$ cat src/rtl/gmii_rx_pkg.sv
// Shared constants, state encoding and field widths for the GMII receive path.
package gmii_rx_pkg;

  localparam logic [7:0]  PREAMBLE_BYTE = 8'h55;
  localparam logic [7:0]  SFD_BYTE      = 8'hD5;
  localparam logic [31:0] CRC_INIT      = 32'hFFFF_FFFF;
  // Register value left after running a good frame plus its FCS through crc32_d8
  localparam logic [31:0] CRC_RESIDUE   = 32'hC704_DD7B;

  localparam int STAT_LEN_W = 16;
  localparam int CNT_W      = 32;

  // Bytes held back before output: the trailing FCS when stripping, else one pipeline stage
  localparam int HOLD_DEPTH_STRIP = 5;
  localparam int HOLD_DEPTH_PASS  = 1;

  typedef enum logic [1:0] {
    ST_IDLE     = 2'd0,
    ST_PREAMBLE = 2'd1,
    ST_DATA     = 2'd2,
    ST_DROP     = 2'd3
  } rx_state_t;

  // Frame length counter that sticks at all-ones instead of wrapping
  function automatic logic [STAT_LEN_W-1:0] len_inc(input logic [STAT_LEN_W-1:0] len);
    return (len == '1) ? len : len + 1'b1;
  endfunction

endpackage

$ cat src/rtl/gmii_rx_framer_crc32_d8.sv
// Combinational CRC-32 step over one byte, data taken LSB first.
// The register is kept in non-reflected bit order (shift left, poly 0x04C11DB7),
// which is the bit-mirror of the usual reflected software form; a good frame
// including its FCS therefore leaves CRC_RESIDUE in the register.
module crc32_d8 (
  input  logic [31:0] crc,
  input  logic [7:0]  data,
  output logic [31:0] crc_next
);

  logic [31:0] c_work;

  // Eight serial LFSR steps unrolled into one combinational update
  always_comb begin
    c_work = crc;
    for (int i = 0; i < 8; i++) begin
      if (c_work[31] ^ data[i]) begin
        c_work = {c_work[30:0], 1'b0} ^ 32'h04C1_1DB7;
      end else begin
        c_work = {c_work[30:0], 1'b0};
      end
    end
    crc_next = c_work;
  end

endmodule

$ cat src/rtl/gmii_rx_framer.sv
// GMII receive framer: strips preamble/SFD, optionally strips FCS, checks
// CRC-32, length and rx_er, and keeps wrapping per-outcome frame counters.
//
// state    | meaning
// ---------|-----------------------------------------------------------
// IDLE     | between frames, waiting for rx_dv
// PREAMBLE | counting 0x55 bytes, waiting for SFD
// DATA     | frame body: CRC, length, hold line, byte output
// DROP     | discarding until rx_dv falls (also the post-reset state)
module gmii_rx_framer
  import gmii_rx_pkg::*;
#(
  parameter int STRIP_FCS    = 1,
  parameter int MIN_LEN      = 64,
  parameter int MAX_LEN      = 1522,
  parameter int MAX_PREAMBLE = 7
) (
  input  logic                  rx_clk,
  input  logic                  reset,
  input  logic [7:0]            gmii_rxd,
  input  logic                  gmii_rx_dv,
  input  logic                  gmii_rx_er,
  output logic [7:0]            data_out,
  output logic                  data_valid,
  output logic                  data_sof,
  output logic                  data_eof,
  output logic                  stat_valid,
  output logic [STAT_LEN_W-1:0] stat_len,
  output logic                  stat_crc_err,
  output logic                  stat_len_err,
  output logic                  stat_gmii_err,
  output logic [CNT_W-1:0]      cnt_good,
  output logic [CNT_W-1:0]      cnt_bad,
  output logic [CNT_W-1:0]      cnt_drop
);

  localparam int HOLD_D = (STRIP_FCS != 0) ? HOLD_DEPTH_STRIP : HOLD_DEPTH_PASS;
  localparam int PRE_W  = $clog2(MAX_PREAMBLE + 2);

  rx_state_t             state;
  logic [PRE_W-1:0]      pre_cnt;
  logic [31:0]           crc;
  logic [31:0]           crc_next;
  logic [STAT_LEN_W-1:0] len;
  logic                  gmii_err;
  logic                  sof_pend;
  // DROP reached through reset must not be counted as a dropped frame
  logic                  from_reset;
  logic [7:0]            hold [HOLD_D];

  logic hold_full;
  logic crc_err_now;
  logic len_err_now;
  logic any_err_now;

  crc32_d8 u_crc (
    .crc      (crc),
    .data     (gmii_rxd),
    .crc_next (crc_next)
  );

  // End-of-frame verdicts, evaluated on the first dv=0 cycle in DATA
  always_comb begin
    hold_full   = (len >= STAT_LEN_W'(HOLD_D));
    crc_err_now = (crc != CRC_RESIDUE);
    len_err_now = (32'(len) < 32'(MIN_LEN)) || (32'(len) > 32'(MAX_LEN));
    any_err_now = crc_err_now || len_err_now || gmii_err;
  end

  // Framing FSM with registered data/status outputs and statistics counters
  always_ff @(posedge rx_clk or posedge reset) begin
    if (reset) begin
      state         <= ST_DROP;
      from_reset    <= 1'b1;
      pre_cnt       <= '0;
      crc           <= CRC_INIT;
      len           <= '0;
      gmii_err      <= 1'b0;
      sof_pend      <= 1'b1;
      for (int i = 0; i < HOLD_D; i++) hold[i] <= '0;
      data_out      <= '0;
      data_valid    <= 1'b0;
      data_sof      <= 1'b0;
      data_eof      <= 1'b0;
      stat_valid    <= 1'b0;
      stat_len      <= '0;
      stat_crc_err  <= 1'b0;
      stat_len_err  <= 1'b0;
      stat_gmii_err <= 1'b0;
      cnt_good      <= '0;
      cnt_bad       <= '0;
      cnt_drop      <= '0;
    end else begin
      data_valid <= 1'b0;
      data_sof   <= 1'b0;
      data_eof   <= 1'b0;
      stat_valid <= 1'b0;

      case (state)
        ST_IDLE: begin
          if (gmii_rx_dv) begin
            if (gmii_rxd == PREAMBLE_BYTE) begin
              state   <= ST_PREAMBLE;
              pre_cnt <= PRE_W'(1);
            end else if (gmii_rxd == SFD_BYTE) begin
              state <= ST_DATA;
            end else begin
              state      <= ST_DROP;
              from_reset <= 1'b0;
            end
          end
        end

        ST_PREAMBLE: begin
          if (!gmii_rx_dv) begin
            state <= ST_IDLE;
          end else if (gmii_rx_er) begin
            state      <= ST_DROP;
            from_reset <= 1'b0;
          end else if (gmii_rxd == PREAMBLE_BYTE) begin
            pre_cnt <= pre_cnt + 1'b1;
            if (pre_cnt == PRE_W'(MAX_PREAMBLE)) begin
              state      <= ST_DROP;
              from_reset <= 1'b0;
            end
          end else if (gmii_rxd == SFD_BYTE) begin
            state <= ST_DATA;
          end else begin
            state      <= ST_DROP;
            from_reset <= 1'b0;
          end
        end

        ST_DATA: begin
          if (gmii_rx_dv) begin
            crc <= crc_next;
            len <= len_inc(len);
            if (gmii_rx_er) gmii_err <= 1'b1;
            if (hold_full) begin
              data_out   <= hold[HOLD_D-1];
              data_valid <= 1'b1;
              data_sof   <= sof_pend;
              sof_pend   <= 1'b0;
            end
            for (int i = HOLD_D - 1; i > 0; i--) hold[i] <= hold[i-1];
            hold[0] <= gmii_rxd;
          end else begin
            if (hold_full) begin
              data_out   <= hold[HOLD_D-1];
              data_valid <= 1'b1;
              data_sof   <= sof_pend;
              data_eof   <= 1'b1;
            end
            stat_valid    <= 1'b1;
            stat_len      <= len;
            stat_crc_err  <= crc_err_now;
            stat_len_err  <= len_err_now;
            stat_gmii_err <= gmii_err;
            if (any_err_now) cnt_bad  <= cnt_bad + 1'b1;
            else             cnt_good <= cnt_good + 1'b1;
            crc      <= CRC_INIT;
            len      <= '0;
            gmii_err <= 1'b0;
            sof_pend <= 1'b1;
            state    <= ST_IDLE;
          end
        end

        ST_DROP: begin
          if (!gmii_rx_dv) begin
            state      <= ST_IDLE;
            from_reset <= 1'b0;
            if (!from_reset) cnt_drop <= cnt_drop + 1'b1;
          end
        end

        default: begin
          state <= ST_DROP;
        end
      endcase
    end
  end

endmodule

$ cat config.mk
export PLATFORM = sky130hd
export DESIGN_NAME = gmii_rx_framer
export DESIGN_NICKNAME = d
export VERILOG_FILES = /design/src/rtl/gmii_rx_pkg.sv /design/src/rtl/gmii_rx_framer_crc32_d8.sv /design/src/rtl/gmii_rx_framer.sv
export SDC_FILE = /design/constraint.sdc
export NUM_CORES = 1
export LEC_CHECK = 0
export ABC_AREA = 1
export ABC_CLOCK_PERIOD_IN_PS = 9550
export CORE_AREA = 2 2 108 215
export CTS_CLUSTER_DIAMETER = 50
export DETAILED_ROUTE_END_ITERATION = 8
export DIE_AREA = 0 0 110 217
export PLACE_DENSITY = 0.82
export SETUP_SLACK_MARGIN = 0.3
export SYNTH_ARGS = -nofsm -noshare
export SYNTH_HDL_FRONTEND = slang
export SYNTH_SLANG_ARGS = --single-unit
$ cat constraint.sdc
create_clock -name rx_clk -period 9.55 [get_ports rx_clk]
set_clock_uncertainty 0.15 [all_clocks]
set_input_delay 0.955 -clock rx_clk [delete_from_list [all_inputs] [get_ports rx_clk]]
set_output_delay 0.955 -clock rx_clk [all_outputs]
set_load 0.005 [all_outputs]
==> flow_summary.json, run 1 <==
{
  "outcome": "finished clean",
  "reg2reg_to": "cnt_bad[21]$_DFFE_PP0P_",
  "syn_area_sq_um": 12500,
  "wl_per_cell_microns": 14.2,
  "finalSetupTns_ns": 0,
  "slew-limit-headroom_pct": 31.8,
  "nNetsFinal": 1844,
  "clkSinkCount": 224,
  "hold_buffers": 0,
  "ys_top_cells_by_area": "dfrtp_1, nand2_1, dfstp_2, inv_1, nor2_1",
  "wl_microns": 30100,
  "diodes": 0,
  "final_layout_size_suffix_gt1_share_pct": 6.25,
  "cp.arrival_ns": 3.65,
  "layout_setup_ws_ns": 6.14,
  "pwr-share-seq_pct": 42.0,
  "required_ns": 9.80,
  "path_max_fanout": 21,
  "dpl.cell_count": 2081,
  "critPathLaunchType": "input pin",
  "cts_max_level": 1,
  "fin_util_pct": 66.5,
  "grt_pass1_wl_microns": 50500,
  "min_period_ns": 3.41,
  "start_util_pct": 56.2,
  "ys_warn_count": 0,
  "ys_types": 44,
  "grt_max_degree": 103,
  "root_buffer": "clkbuf_16",
  "end_kind": "register",
  "hpwl_microns": 21000,
  "drtIter0Drc": 740,
  "r2r_slack_ns": 6.17,
  "insertion_delay_ns": 0.51,
  "grtUsageTotal_pct": 26.0,
  "netlist.area_leader.share_pct": 37.5,
  "criticalPathCategory": "in -> reg",
  "slew_viol_final": 0,
  "clkPwrFrac_pct": 28.8,
  "seq_area_frac_synth_pct": 45.0,
  "p_int_uw": 2140,
  "synth_flop_cell": "dfrtp_1",
  "ant_nets": 0,
  "power_frac_comb_pct": 29.2,
  "netlist_instances": 1702,
  "syn_nets": 1721,
  "die-area_sq_um": 23900,
  "grt_pass1_vias": 10479,
  "fmax_mhz": 294,
  "maxCapViolations": 0,
  "coreArea_sq_um": 22300,
  "syn_area_per_cell_sq_um": 7.37,
  "leakagePower_uw": 0.00696,
  "ys_ff_latch": 224,
  "layout_common_cells": "nand2_1, dfrtp_1, inv_1",
  "overflow": 0,
  "final_cell_count_no_fill": 2121,
  "tightest_slew_ns": 1.02,
  "synth-edff-count": 0,
  "rows": 78,
  "cts.clk_slew.worst_paths_ns": 0.07,
  "crit_end": "pre_cnt[3]$_DFFE_PP0P_",
  "synth.largest_area_cell": "dfrtp_1",
  "rsz0062_at_grt": "false",
  "ctsResizeCount": 0,
  "vias": 11159,
  "reg2regPathDepth": 8,
  "layout_commonest_cell": "nand2_1",
  "drc": 0,
  "r2r-start": "state[1]$_DFFE_PP1P_",
  "p_switching_uw": 1120,
  "p_sw_share_pct": 34.5,
  "pwr_density_cell_nw_per_um2": 219,
  "post_cts.repair.setup_buffers": 0,
  "dr.pass1.iters": 7,
  "gp_congestion": 0.946,
  "detailedPlace.worstSlack_ns": 5.76,
  "viasPerCell": 5.26,
  "cts.path.max_buffers": 3,
  "async_flop_share_pct": 100,
  "cts_tree": "built",
  "min_period_over_period_pct": 35.7,
  "cts_buffers": 22,
  "startpoint": "gmii_rx_dv",
  "fp.dieW_microns": 110,
  "dieHeight_microns": 217,
  "antenna_found_initial": 0,
  "hold_viol": 0,
  "report.final.setup_viol": 0,
  "hold_path.class": "reg -> reg",
  "io_buffers": 138,
  "syn_to_final_growth_pct": 18.5,
  "irDropWorstVdd_mv": 0.210,
  "ios": 139
}
## registers in the layout (all words and copies together) (netlist names), 2 cells and up
name,cells
data_out,8
cnt_good,32
cnt_drop,32
len,16
state,2
crc,32
stat_len,16
cnt_bad,32
pre_cnt,4
hold,40
## power by group through the flow
stage               clock network [uW]  logic (uW)  registers [uW]
floorplan                            0         668            1340
global placement                     0         916            1380
detailed placement                   0         942            1380
CTS                                959         951            1370
global route                      1000        1090            1400
finish                             939         951            1370
## Yosys cell counts, types with 2 or more instances
cell type and n:
inv_1 174, buf_2 23, xor2_1 67, and2_1 2
clkinv_1 2, nand2_1 632, or2_2 5, o31ai_1 6
a21oi_1 17, nand3b_1 9, buf_6 4, o22ai_1 17
nor3_1 30, nor3_2 2, inv_2 4, buf_4 2
nor2_4 4, nor3_4 2, xnor2_1 33, nand3_1 77
nand2_2 6, nor2_1 170, nor2_2 6, dfrtp_1 188
o21ai_1 6, nand4_1 57, a31oi_1 2, nand2_4 2
ha_1 7, nor4_1 2, dfstp_2 36, clkbuf_1 13
o21ai_0 84
## cell families after synthesis
group	after synthesis	share of synthesized area [%]
and+or+nand+nor	1011	34.1
adders and majority gates	7	0.698
xor gates and xnor gates	100	6.98
DFF	224	45.0
AOI/OAI and AO/OA	136	5.89
buffers and inverters	224	7.32
## routing by layer
layer	up-vias	routed length, microns	GRT usage, %
li1	5617	-	-
met1	5142	13500	36.9
met2	358	14300	41.8
met3	42	1740	2.85
met4	0	619	7.55
met5	-	0	0
## layout make-up
class / count / area (sq um)
fillers: 1864 / 7480
multi-input cells: 1254 / 5990
flip-flops and latches: 224 / 5650
repair buffers: 143 / 1420
inverters: 180 / 683
clock buffers: 27 / 601
well taps: 280 / 350
clock inverters: 13 / 183
## how the worst min path moves through the flow
stage | depth (start not counted) | start | slack [ns] | end
detailed placement | 2 | hold[11]$_DFFE_PP0P_ | 0.30 | hold[3]$_DFFE_PP0P_
CTS | 2 | hold[34]$_DFFE_PP0P_ | 0.32 | hold[26]$_DFFE_PP0P_
global route | 2 | hold[33]$_DFFE_PP0P_ | 0.34 | hold[25]$_DFFE_PP0P_
global placement | 2 | hold[31]$_DFFE_PP0P_ | 0.30 | hold[23]$_DFFE_PP0P_
finish | 2 | hold[34]$_DFFE_PP0P_ | 0.32 | hold[26]$_DFFE_PP0P_
floorplan | 2 | hold[8]$_DFFE_PP0P_ | 0.29 | hold[0]$_DFFE_PP0P_
## per-stage QoR
| stage | power, uW | hold WS, ns | area, sq um |
|---|---|---|---|
| after floorplan | 2010 | 0.292 | 12500 |
| after global placement | 2290 | 0.300 | 14100 |
| after detailed placement | 2320 | 0.301 | 14100 |
| after CTS | 3280 | 0.316 | 14900 |
| after global routing | 3490 | 0.344 | 14900 |
| final | 3260 | 0.316 | 14900 |
## worst max-delay path: stages
cell,delay (ns)
clkdlybuf4s50_1,0.94
inv_1,0.54
nor2_1,0.36
nand2_1,0.08
nor2_1,0.39
nand2_1,0.12
o21ai_0,0.19
a21oi_1,0.06
Power figures use the tool's default switching activity.
==> run 2: changes to the inputs <==
--- a/config.mk
+++ b/config.mk
@@ -6,12 +6,12 @@
 export NUM_CORES = 1
 export LEC_CHECK = 0
 export ABC_AREA = 1
-export ABC_CLOCK_PERIOD_IN_PS = 9550
-export CORE_AREA = 2 2 108 215
+export ABC_CLOCK_PERIOD_IN_PS = 2950
+export CORE_AREA = 2 2 113 225
 export CTS_CLUSTER_DIAMETER = 50
 export DETAILED_ROUTE_END_ITERATION = 8
-export DIE_AREA = 0 0 110 217
-export PLACE_DENSITY = 0.82
+export DIE_AREA = 0 0 115 227
+export PLACE_DENSITY = 0.79
 export SETUP_SLACK_MARGIN = 0.3
 export SYNTH_ARGS = -nofsm -noshare
 export SYNTH_HDL_FRONTEND = slang
==> constraint.sdc (replaced) <==
create_clock -name rx_clk -period 2.95 [get_ports rx_clk]
set_clock_uncertainty 0.15 [all_clocks]
set_input_delay 0.295 -clock rx_clk [delete_from_list [all_inputs] [get_ports rx_clk]]
set_output_delay 0.295 -clock rx_clk [all_outputs]
set_load 0.005 [all_outputs]
==> run 2 against run 1 <==
Register-to-register slack got worse by 5.7 ns. Flip-flop and latch count did not move. Global-route usage increased by 1.5 points. Routed wire length grew 18%. Sequential share of layout area is 0.22 points lower. Non-clock buffer count is 20 higher. Highest routed layer unchanged.
==> flow_summary.json, run 2 (synthesized netlist as in run 1, its figures left out) <==
{
  "outcome": "finished clean",
  "report.final.setup_viol": 0,
  "ctsResizeCount": 0,
  "fillers": 2201,
  "finalSetupTns_ns": 0,
  "cp_slowest_cell": "dfstp_2",
  "min_period_over_period_pct": 85.1,
  "cp.arrival_ns": 2.72,
  "critPathLaunchType": "register",
  "dieHeight_microns": 227,
  "end_kind": "register",
  "root_buffer": "clkbuf_16",
  "path_max_fanout": 35,
  "io_buffers": 138,
  "min_period_ns": 2.51,
  "r2r_slack_ns": 0.44,
  "clkSinkCount": 224,
  "p_sw_share_pct": 36.5,
  "layout_setup_ws_ns": 0.439,
  "cts_tree": "built",
  "hold_ws_ns": 0.129,
  "final_cell_count_no_fill": 2149,
  "diodes": 0,
  "die-area_sq_um": 26100,
  "ios": 139,
  "ant_nets": 0,
  "antenna_found_initial": 0,
  "detailedPlace.worstSlack_ns": 0.396,
  "hpwl_microns": 26600,
  "gp_congestion": 0.996,
  "post_cts.repair.setup_buffers": 0,
  "cts_buffers": 21,
  "grt_pass1_wl_microns": 56600,
  "pwr-share-seq_pct": 43.3,
  "hold_viol": 0,
  "slew-limit-headroom_pct": 47.8,
  "total_power_uw": 10300,
  "nNetsFinal": 1864,
  "maxCapViolations": 0,
  "rows": 81,
  "slowest_delay_ns": 0.60,
  "cp_top_family": "simple AND/OR/NAND/NOR gates",
  "largest_register": "hold",
  "reg2reg_to": "cnt_bad[27]$_DFFE_PP0P_",
  "overflow": 0,
  "fmax_mhz": 398,
  "layout_common_cells": "nand2_1, dfrtp_1, inv_1",
  "coreArea_sq_um": 24300,
  "grt_max_degree": 47,
  "insertion_delay_ns": 0.51,
  "cts.path.max_buffers": 3,
  "criticalPathCategory": "reg -> reg",
  "cts_max_level": 1,
  "startpoint": "crc[0]$_DFFE_PP1P_",
  "cp_num_cells": 9,
  "syn_to_final_growth_pct": 19.2,
  "drtIter0Drc": 931,
  "wl_microns": 35400,
  "fp.dieW_microns": 115,
  "required_ns": 3.16,
  "grt_pass1_vias": 11193,
  "grtUsageTotal_pct": 27.5,
  "slew_viol_final": 0,
  "hold_path.class": "in -> async",
  "reg2regPathDepth": 9,
  "dr.pass1.iters": 5,
  "drc": 0,
  "start_util_pct": 51.6,
  "layout_commonest_cell": "nand2_1",
  "p_switching_uw": 3770,
  "clkPwrFrac_pct": 24.5,
  "viasPerCell": 5.39,
  "largest_reg_flops": 40,
  "rsz0062_at_grt": "false",
  "crit_end": "cnt_bad[27]$_DFFE_PP0P_",
  "r2r-start": "crc[0]$_DFFE_PP1P_",
  "cp_cell_sequence": "nand4_1, nor2_1, nand2_1, nor2_4, nand2_4, nor2_8, nor2_4, nand2_1, o21ai_0",
  "path_buf_inv": 0,
  "irDropWorstVdd_mv": 0.459,
  "tightest_slew_ns": 0.781,
  "final_layout_size_suffix_gt1_share_pct": 6.67,
  "dpl.cell_count": 2111,
  "leakagePower_uw": 0.00699,
  "hold_buffers": 0,
  "power_frac_comb_pct": 32.2,
  "wl_per_cell_microns": 16.5,
  "pwr_density_cell_nw_per_um2": 690,
  "p_int_uw": 6560,
  "cts.clk_slew.worst_paths_ns": 0.07,
  "vias": 11577
}
run 2: cell type report:
| class | instances | area (sq um) | area share, % |
|---|---|---|---|
| Multi-Input combinational cell | 1255 | 6000 | 40.1 |
| Sequential cell | 224 | 5650 | 37.8 |
| Timing Repair Buffer | 163 | 1660 | 11.1 |
| Inverter | 180 | 679 | 4.54 |
| Clock buffer | 35 | 598 | 4.00 |
| Tap cell | 290 | 363 | 2.43 |
| Clock inverter | 2 | 13.8 | 0.0920 |
run 2: worst min-delay path by stage:
| stage | slack, ns | endpoint | start |
|---|---|---|---|
| global route | 0.17 | data_out[6]$_DFFE_PP0P_ | reset |
| floorplan | 0.28 | gmii_err$_DFFE_PP0P_ | gmii_rx_er |
| detailed placement | 0.30 | hold[3]$_DFFE_PP0P_ | hold[11]$_DFFE_PP0P_ |
| global placement | 0.30 | hold[1]$_DFFE_PP0P_ | hold[9]$_DFFE_PP0P_ |
| CTS | 0.14 | data_out[6]$_DFFE_PP0P_ | reset |
| finish | 0.13 | data_out[6]$_DFFE_PP0P_ | reset |
run 2: metrics by stage:
stage | utilization (%) | cell area, sq um
final | 61.5 | 15000
after global routing | 61.5 | 15000
after CTS | 61.5 | 14900
after detailed placement | 58.9 | 14300
after global placement | 58.9 | 14300
after floorplan | - | 12600
run 2: power groups by stage:
stage / registers (uW) / clock network (uW) / logic, uW
after detailed placement: 4510 / 0 / 3300
after global placement: 4490 / 0 / 3230
after floorplan: 4340 / 0 / 2160
after global routing: 4560 / 2700 / 3730
after CTS: 4470 / 2580 / 3320
final: 4480 / 2530 / 3320
run 2: metal layers:
metal / vias to the layer above / share of wire [%] / GRT usage (%)
met1: 5431 / 35 / 29.2
met5: - / 0 / 0
met4: 0 / 6.1 / 15.4
met3: 116 / 4.1 / 2.98
met2: 377 / 54 / 51.8
li1: 5653 / - / -
